### src/rtl/ara_wtap_pkg.sv
// ara_wtap_pkg: shared FSM type and constants for the W-channel tap monitor.
// Optional feature macro: ARA_WTAP_TIMESTAMP_EN (per-record capture timestamp).
package ara_wtap_pkg;
    localparam int DropCntWidth = 16;
    localparam int MaxCh = 8;
`ifdef ARA_WTAP_TIMESTAMP_EN
    localparam bit TsEn = 1'b1;
`else
    localparam bit TsEn = 1'b0;
`endif
    typedef enum logic [1:0] {RUN, DRAIN, DONE} state_e;
endpackage

### src/rtl/ara_wtap_monitor_if.sv
// ara_wtap_monitor_if: tapped W channels and record stream of the tap monitor.
// Ports: w_valid_i/w_ready_i/w_data_i/w_strb_i (tap), rec_valid_o/rec_ready_i/rec_ch_o/
// rec_data_o/rec_strb_o[/rec_ts_o] (record stream). slave = monitor side, master = environment.
// rec_ts_o and TsWidth exist only with ARA_WTAP_TIMESTAMP_EN.
interface ara_wtap_monitor_if #(
    parameter int NrCh = 2,
    parameter int DataWidth = 256
`ifdef ARA_WTAP_TIMESTAMP_EN
    , parameter int TsWidth = 32
`endif
);
    localparam int ChW = NrCh > 1 ? $clog2(NrCh) : 1;
    logic [NrCh-1:0]                   w_valid_i;
    logic [NrCh-1:0]                   w_ready_i;
    logic [NrCh-1:0][DataWidth-1:0]    w_data_i;
    logic [NrCh-1:0][DataWidth/8-1:0]  w_strb_i;
    logic                              rec_valid_o;
    logic                              rec_ready_i;
    logic [ChW-1:0]                    rec_ch_o;
    logic [DataWidth-1:0]              rec_data_o;
    logic [DataWidth/8-1:0]            rec_strb_o;
`ifdef ARA_WTAP_TIMESTAMP_EN
    logic [TsWidth-1:0]                rec_ts_o;
    modport slave (input w_valid_i, w_ready_i, w_data_i, w_strb_i, rec_ready_i,
                   output rec_valid_o, rec_ch_o, rec_data_o, rec_strb_o, rec_ts_o);
    modport master (output w_valid_i, w_ready_i, w_data_i, w_strb_i, rec_ready_i,
                    input rec_valid_o, rec_ch_o, rec_data_o, rec_strb_o, rec_ts_o);
`else
    modport slave (input w_valid_i, w_ready_i, w_data_i, w_strb_i, rec_ready_i,
                   output rec_valid_o, rec_ch_o, rec_data_o, rec_strb_o);
    modport master (output w_valid_i, w_ready_i, w_data_i, w_strb_i, rec_ready_i,
                    input rec_valid_o, rec_ch_o, rec_data_o, rec_strb_o);
`endif
endinterface

### src/rtl/ara_wtap_fifo.sv
// ara_wtap_fifo: per-channel capture FIFO; a push while full is accepted when a pop happens the same cycle.
// Ports: clk_i, rst_ni (sync, active-low), push/din, pop/dout (head, first-word-fall-through), full, empty.
module ara_wtap_fifo #(
    parameter int Width = 8,
    parameter int Depth = 4
) (
    input  logic             clk_i,
    input  logic             rst_ni,
    input  logic             push,
    input  logic [Width-1:0] din,
    input  logic             pop,
    output logic [Width-1:0] dout,
    output logic             full,
    output logic             empty
);
    localparam int AW = $clog2(Depth);
    logic [Width-1:0] mem [Depth];
    logic [AW-1:0] wptr, rptr;
    logic [AW:0] cnt;
    logic wr, rd;
    always_comb begin
        full = cnt == (AW+1)'(Depth);
        empty = cnt == '0;
        rd = pop && !empty;
        wr = push && (!full || rd);
        dout = mem[rptr];
    end
    always_ff @(posedge clk_i) begin
        if (wr) mem[wptr] <= din;
    end
    always_ff @(posedge clk_i) begin
        if (!rst_ni) begin
            wptr <= '0;
            rptr <= '0;
            cnt <= '0;
        end else begin
            if (wr) wptr <= wptr + 1'b1;
            if (rd) rptr <= rptr + 1'b1;
            cnt <= cnt + (AW+1)'(wr) - (AW+1)'(rd);
        end
    end
endmodule

### src/rtl/ara_wtap_monitor.sv
// ara_wtap_monitor: captures qualifying AXI W beats per channel into FIFOs and streams them round-robin as records.
// Ports: clk_i, rst_ni (sync, active-low), en_i, exit_i (tohost), bus (ara_wtap_monitor_if.slave),
// drop_cnt_o (per-channel saturating drops), done_o, fail_o, exit_code_o.
// Macro ARA_WTAP_TIMESTAMP_EN adds a free-running stamp stored with each beat and shown on rec_ts_o.
module ara_wtap_monitor
    import ara_wtap_pkg::*;
#(
    parameter int NrCh = 2,
    parameter int DataWidth = 256,
    parameter int Depth = 4,
    parameter int TsWidth = 32
) (
    input  logic                               clk_i,
    input  logic                               rst_ni,
    input  logic                               en_i,
    input  logic [63:0]                        exit_i,
    ara_wtap_monitor_if.slave                  bus,
    output logic [NrCh-1:0][DropCntWidth-1:0]  drop_cnt_o,
    output logic                               done_o,
    output logic                               fail_o,
    output logic [62:0]                        exit_code_o
);
    localparam int ChW = NrCh > 1 ? $clog2(NrCh) : 1;
    localparam int SW = DataWidth / 8;
    localparam int EW = DataWidth + SW + (TsEn ? TsWidth : 0);
    state_e state_q, state_d;
    logic [62:0] code_q;
    logic [ChW-1:0] ptr_q, hold_ch_q, rr, grant;
    logic hold_q, hs;
    logic [NrCh-1:0] cap, pop, full, empty;
    logic [EW-1:0] din [NrCh];
    logic [EW-1:0] dout [NrCh];
`ifdef ARA_WTAP_TIMESTAMP_EN
    logic [TsWidth-1:0] ts_q;
    always_ff @(posedge clk_i) begin
        ts_q <= !rst_ni ? '0 : ts_q + 1'b1;
    end
`endif
    for (genvar c = 0; c < NrCh; c++) begin : g_ch
        assign cap[c] = state_q == RUN && en_i && bus.w_valid_i[c] && bus.w_ready_i[c] && |bus.w_strb_i[c];
        assign pop[c] = hs && grant == ChW'(c);
`ifdef ARA_WTAP_TIMESTAMP_EN
        assign din[c] = {ts_q, bus.w_strb_i[c], bus.w_data_i[c]};
`else
        assign din[c] = {bus.w_strb_i[c], bus.w_data_i[c]};
`endif
        ara_wtap_fifo #(.Width(EW), .Depth(Depth)) i_fifo (
            .clk_i(clk_i),
            .rst_ni(rst_ni),
            .push(cap[c]),
            .din(din[c]),
            .pop(pop[c]),
            .dout(dout[c]),
            .full(full[c]),
            .empty(empty[c])
        );
    end
    // Scan downwards so the non-empty channel closest to the pointer wins.
    // Once a record is stalled the grant is frozen so rec_* cannot switch to a newly filled channel.
    always_comb begin
        rr = ptr_q;
        for (int i = NrCh - 1; i >= 0; i--)
            if (!empty[(int'(ptr_q) + i) % NrCh]) rr = ChW'((int'(ptr_q) + i) % NrCh);
        grant = hold_q ? hold_ch_q : rr;
        bus.rec_valid_o = |(~empty);
        bus.rec_ch_o = grant;
        {bus.rec_strb_o, bus.rec_data_o} = dout[grant][DataWidth+SW-1:0];
`ifdef ARA_WTAP_TIMESTAMP_EN
        bus.rec_ts_o = dout[grant][EW-1 -: TsWidth];
`endif
        hs = bus.rec_valid_o && bus.rec_ready_i;
        state_d = state_q == RUN && exit_i[0] ? DRAIN :
                  state_q == DRAIN && &empty ? DONE : state_q;
        done_o = state_q == DONE;
        fail_o = state_q == DONE && code_q != '0;
        exit_code_o = code_q;
    end
    always_ff @(posedge clk_i) begin
        if (!rst_ni) begin
            state_q <= RUN;
            code_q <= '0;
            ptr_q <= '0;
            hold_q <= 1'b0;
            hold_ch_q <= '0;
            drop_cnt_o <= '0;
        end else begin
            state_q <= state_d;
            if (state_q == RUN && exit_i[0]) code_q <= exit_i[63:1];
            hold_q <= bus.rec_valid_o && !bus.rec_ready_i;
            hold_ch_q <= grant;
            if (hs) ptr_q <= grant == ChW'(NrCh - 1) ? '0 : grant + 1'b1;
            for (int i = 0; i < NrCh; i++)
                if (cap[i] && full[i] && !pop[i] && drop_cnt_o[i] != '1)
                    drop_cnt_o[i] <= drop_cnt_o[i] + 1'b1;
        end
    end
endmodule
### src/flat_wrapper.sv
// flat-port wrapper written by rule: the top's interface ports become plain ports
module ara_wtap_monitor_flat import ara_wtap_pkg::*;
#(
    parameter int NrCh = 2,
    parameter int DataWidth = 256,
    parameter int Depth = 4,
    parameter int TsWidth = 32
)
  (clk_i, rst_ni, en_i, exit_i, drop_cnt_o, done_o, fail_o, exit_code_o, bus_w_valid_i, bus_w_ready_i, bus_w_data_i, bus_w_strb_i, bus_rec_ready_i, bus_rec_valid_o, bus_rec_ch_o, bus_rec_data_o, bus_rec_strb_o);
  ara_wtap_monitor_if #(.NrCh(NrCh), .DataWidth(DataWidth)) bus_i ();
  input  logic clk_i;
  input  logic rst_ni;
  input  logic en_i;
  input  logic [63:0] exit_i;
  output logic [NrCh-1:0][DropCntWidth-1:0] drop_cnt_o;
  output logic done_o;
  output logic fail_o;
  output logic [62:0] exit_code_o;
  input wire logic [$bits(bus_i.w_valid_i)-1:0] bus_w_valid_i;
  input wire logic [$bits(bus_i.w_ready_i)-1:0] bus_w_ready_i;
  input wire logic [$bits(bus_i.w_data_i)-1:0] bus_w_data_i;
  input wire logic [$bits(bus_i.w_strb_i)-1:0] bus_w_strb_i;
  input wire logic [$bits(bus_i.rec_ready_i)-1:0] bus_rec_ready_i;
  output wire logic [$bits(bus_i.rec_valid_o)-1:0] bus_rec_valid_o;
  output wire logic [$bits(bus_i.rec_ch_o)-1:0] bus_rec_ch_o;
  output wire logic [$bits(bus_i.rec_data_o)-1:0] bus_rec_data_o;
  output wire logic [$bits(bus_i.rec_strb_o)-1:0] bus_rec_strb_o;
  assign bus_i.w_valid_i = bus_w_valid_i;
  assign bus_i.w_ready_i = bus_w_ready_i;
  assign bus_i.w_data_i = bus_w_data_i;
  assign bus_i.w_strb_i = bus_w_strb_i;
  assign bus_i.rec_ready_i = bus_rec_ready_i;
  assign bus_rec_valid_o = bus_i.rec_valid_o;
  assign bus_rec_ch_o = bus_i.rec_ch_o;
  assign bus_rec_data_o = bus_i.rec_data_o;
  assign bus_rec_strb_o = bus_i.rec_strb_o;
  ara_wtap_monitor #(.NrCh(NrCh), .DataWidth(DataWidth), .Depth(Depth), .TsWidth(TsWidth)) u_core (.clk_i(clk_i), .rst_ni(rst_ni), .en_i(en_i), .exit_i(exit_i), .bus(bus_i), .drop_cnt_o(drop_cnt_o), .done_o(done_o), .fail_o(fail_o), .exit_code_o(exit_code_o));
endmodule
### config.mk
export PLATFORM = sky130hd
export DESIGN_NAME = ara_wtap_monitor_flat
export DESIGN_NICKNAME = d
export VERILOG_FILES = /design/src/rtl/ara_wtap_pkg.sv /design/src/rtl/ara_wtap_monitor_if.sv /design/src/rtl/ara_wtap_fifo.sv /design/src/rtl/ara_wtap_monitor.sv /design/src/flat_wrapper.sv
export SDC_FILE = /design/constraint.sdc
export NUM_CORES = 2
export LEC_CHECK = 0
export CAP_MARGIN = 20
export CORE_MARGIN = 2
export CORE_UTILIZATION = 30
export DETAILED_ROUTE_END_ITERATION = 7
export DONT_BUFFER_PORTS = 1
export SLEW_MARGIN = 10
export SYNTH_ARGS = -nofsm -noshare
export SYNTH_HDL_FRONTEND = slang
export SYNTH_SLANG_ARGS = --single-unit
### constraint.sdc
create_clock -name clk_i -period 9 [get_ports clk_i]
set_input_delay 0.9 -clock clk_i [delete_from_list [all_inputs] [get_ports clk_i]]
set_output_delay 0.9 -clock clk_i [all_outputs]
set_load 0.05 [all_outputs]
==> results.txt <==
----------------------------------------------------
[Timing]
  Highest clock frequency the design can meet ... 187.1 MHz
  Total of endpoints with negative setup slack in the final report ... 0
  Sum Neg Setup Slack ... 0 ns
  Hold Worst Slack ... 0.1303 ns
  Worst clock skew on the final layout ... 0.04193 ns
  Worst Slack Setup Final ... 3.656 ns
  RSZ-0062 raised after global routing ... false
  Final cycle utilization of the critical path ... 0.5938
  Time the final worst path needs with I/O delays and setup ... 5.344 ns
  Final Hold Fails ... 0
  Slew Limit Fails ... 0
  Worst-margin pin slew ... 1.452 ns
  Slew Limit Headroom ... 0.03216

[Synthesis]
  Post-Synth Simple-Gate Area ... 0.01716
  Fraction of the yosys area taken by sequential cells ... 0.7840
  Top_reg_cell synth ... sky130_fd_sc_hd__edfxtp_1
  Number of distinct library cells after synthesis ... 54
  Area of the mapped netlist ... 0.09127 sq mm
  Count of synthesis-stage warnings from yosys ... 0
  Post-Syn Instances ... 3,960
  Synthesized-area fraction occupied by adder cells ... 0.002358
  Total nets after synthesis ... 4,624
  Fraction of registers with async set/reset ... 0
  Number of enable-type register cells in the synthesized netlist ... 2,304
  Mux cell area share after synthesis ... 0.1790
  Synthesized flop and latch total ... 2,422
  Post-synthesis average cell area ... 23.05 sq um
  Area share of xor/xnor cells in the synthesized design ... 0.001439
  Compound-gate portion of the synthesized area ... 0.006539
  Dominant combinational cell family by area after synthesis ... multiplexers

[Final layout]
  Commonest cells after routing, fill and taps aside ... sky130_fd_sc_hd__edfxtp_1 (2,304), sky130_fd_sc_hd__mux4_2 (576), sky130_fd_sc_hd__clkbuf_16 (270), sky130_fd_sc_hd__mux2_2 (252), sky130_fd_sc_hd__nand2_1 (154)
  Synth-to-layout area growth ... 15.01%
  Fraction of layout cells with a size suffix above 1 ... 0.3015
  Footprint of the multi-input gates ... 0.01890 sq mm
  Count of nets after finishing ... 4,769
  Total of fill cells in the finished design ... 27,870
  Summed area of non-filler cells in the final layout ... 0.1050 sq mm
  Finished Core Util ... 0.3467
  Non-Filler Instances ... 8,290
  Storage element area ... 0.07156 sq mm
  Most frequent standard cell in the layout excluding fill and tap cells ... sky130_fd_sc_hd__edfxtp_1

[Pwr]
  Power density relative to cell area ... 322.6 mW/mm^2
  IR Drop Worst-Case VDD ... 0.2474 mV
  Power Total ... 33.86 mW
  Leakage power of the design ... 31.29 nW

[Critical path]
  Startpoint Class ... flip-flop
  Classification of the worst setup path ... flip-flop to flip-flop
  Data arrival time of the critical path ... 5.79 ns
  Worst path cell trace ... nor2_2 -> and2_1 -> o2111ai_1 -> a21oi_1 -> and2_4 -> buf_4 -> buf_4
  Worst path most repeated cell ... sky130_fd_sc_hd__buf_4
  Worst stage delay on the critical path ... 0.81 ns
  Cell at the slowest stage of the critical path ... sky130_fd_sc_hd__buf_4
  Crit Path Max Fanout ... 51
  Setup crit end kind ... flip-flop
  Critical path data required time ... 9.44 ns

[CTS]
  Number of setup buffers added after CTS ... 0
  Post-CTS Hold Buffers ... 0
  Number of instances resized during post-cts repair ... 0
  Number of buffers inserted during clock tree synthesis ... 265
  Clock insertion delay at the later pin of the skew report ... 0.86 ns
  CTS tree ... done
  Total number of H-tree levels ... 5
  Clock Tree Root ... sky130_fd_sc_hd__clkbuf_16
  CTS Sinks ... 2,422
  Number of buffers on the longest clock path ... 4
  Clock-pin slew reported for the worst setup and hold paths after clock tree synthesis ... 0.06 ns

[Job]
  Number of max-cap violations ... 0

[GRT]
  Antenna violations before repair ... 6
  Number of global-route vias before repair ... 42,430
  Combined global-route utilization of all metal layers ... 0.1508
  Remaining global-route overflow ... 0
  Largest net degree at the start of global routing ... 124
  Global-route wire length before repair ... 332,400 um

[Placement]
  Weighted congestion reported at the end of routability-driven placement ... 0.8867
  Cell count after placement ... 7,816
  Pre-CTS setup slack ... 3.308 ns
  Detailed placer's ending HPWL ... 155,400 um
  Placement Cell Area ... 0.09635 sq mm
  Number of port buffers ... 0

[Floorplanning]
  Vertical die dimension ... 555.6 um
  Number of top-level design ports ... 1,035
  Core Footprint ... 0.3028 sq mm
  Die Width ... 555.6 um
  Initial Utilization ... 0.3014
  Die ar. ... 0.3086 sq mm
  Rows ... 202

[Routing]
  Vias per cell ... 4.928
  Router iterations before antenna repair ... 5
  Antenna-violating nets left ... 0
  Iter 0 DRT Violations ... 3,806
  DR DRC count ... 0
  Count of vias placed by the detailed router ... 40,850
  Total wire length ... 240,500 um
  Wire length per cell ... 29.01 um

[Min path]
  Hold Crit Class ... primary input to flip-flop

[Run status]
  Result of the run ... complete, no violations

----------------------------------------------------
cells in the mapped netlist (all sizes together), types with 17 or more instances:
cell | n | area share
mux2 | 288 | 0.036
nand3 | 17 | 0.00099
and2 | 18 | 0.0012
a21oi | 80 | 0.0044
mux4 | 576 | 0.14
buf | 68 | 0.0039
clkbuf | 121 | 0.0050
dfxtp | 118 | 0.026
edfxtp | 2304 | 0.76
nand2 | 156 | 0.0064
inv | 17 | 0.00070
nor4 | 38 | 0.0028
nor2 | 27 | 0.0011
power by group:
part / leakage (nW) / internal (mW) / switching (mW) / total [mW]
Clock: 4.18 / 6.28 / 4.50 / 10.8
Combinational: 5.37 / 2.90 / 7.15 / 10.0
Sequential: 21.7 / 12.7 / 0.364 / 13.0
Total: 31.3 / 21.8 / 12.0 / 33.9
final cells by class:
cell class                 count  area share
timing repair buffer          67    0.008010
inverter                      17   0.0006198
clock buffer                 319     0.06631
sequential                  2422      0.6818
tap                         3978     0.04742
multi-input combinational   1332      0.1801
antenna                        4  0.00009536
clock inverter               151     0.01571
path summary, 6_finish.rpt:
check / from / slack, ns / depth (start not counted) / to
setup / recovery: u_core.state_q[0]$_SDFFE_PN0P_ / 3.66 / 7 / u_core.g_ch[0].i_fifo.mem[2][176]$_DFFE_PP_
hold / removal: bus_w_data_i[170] / 0.13 / 0 / u_core.g_ch[0].i_fifo.mem[0][170]$_DFFE_PP_
setup reg to reg: u_core.state_q[0]$_SDFFE_PN0P_ / 3.66 / 7 / u_core.g_ch[0].i_fifo.mem[2][176]$_DFFE_PP_
hold reg to reg: u_core.g_ch[0].i_fifo.rptr[1]$_SDFFE_PN0N_ / 0.54 / 2 / flip-flop
logic make-up (layout without fill, tap and decap cells):
family | count (synthesis) | in the layout
flip-flops | 2422 | 2422
multiplexers | 876 | 876
AND/OR/NAND/NOR | 317 | 317
buffers and inverters | 206 | 554
AO/OA/AOI/OAI | 108 | 108
adder cells (fa/ha/maj) | 16 | 16
XOR/XNOR | 15 | 15
other | 0 | 4
worst max-delay path: cells and delay by family, from the launching register on:
family,cells,cell delay [ns]
compound gates,2,1.35
flops,1,0.34
buf+inv,2,1.56
simple gates,3,1.34
registers in the layout (all words and copies together), names as in the netlist, named ones only:
register,flops
u_core.drop_cnt_o,32
u_core.exit_code_o,63
u_core.g_ch.i_fifo.cnt,6
u_core.g_ch.i_fifo.mem,2304
u_core.g_ch.i_fifo.rptr,4
u_core.g_ch.i_fifo.wptr,4
u_core.hold_ch_q,1
u_core.hold_q,1
u_core.ptr_q,1
u_core.state_q,2
layer usage:
layer,up-vias,global-route usage,part of all wire
li1,16950,-,-
met1,21990,0.1776,0.38
met2,1545,0.2422,0.47
met3,372,0.07058,0.12
met4,0,0.05025,0.032
met5,-,0,0
No activity file was read; power rests on OpenSTA's default activity.
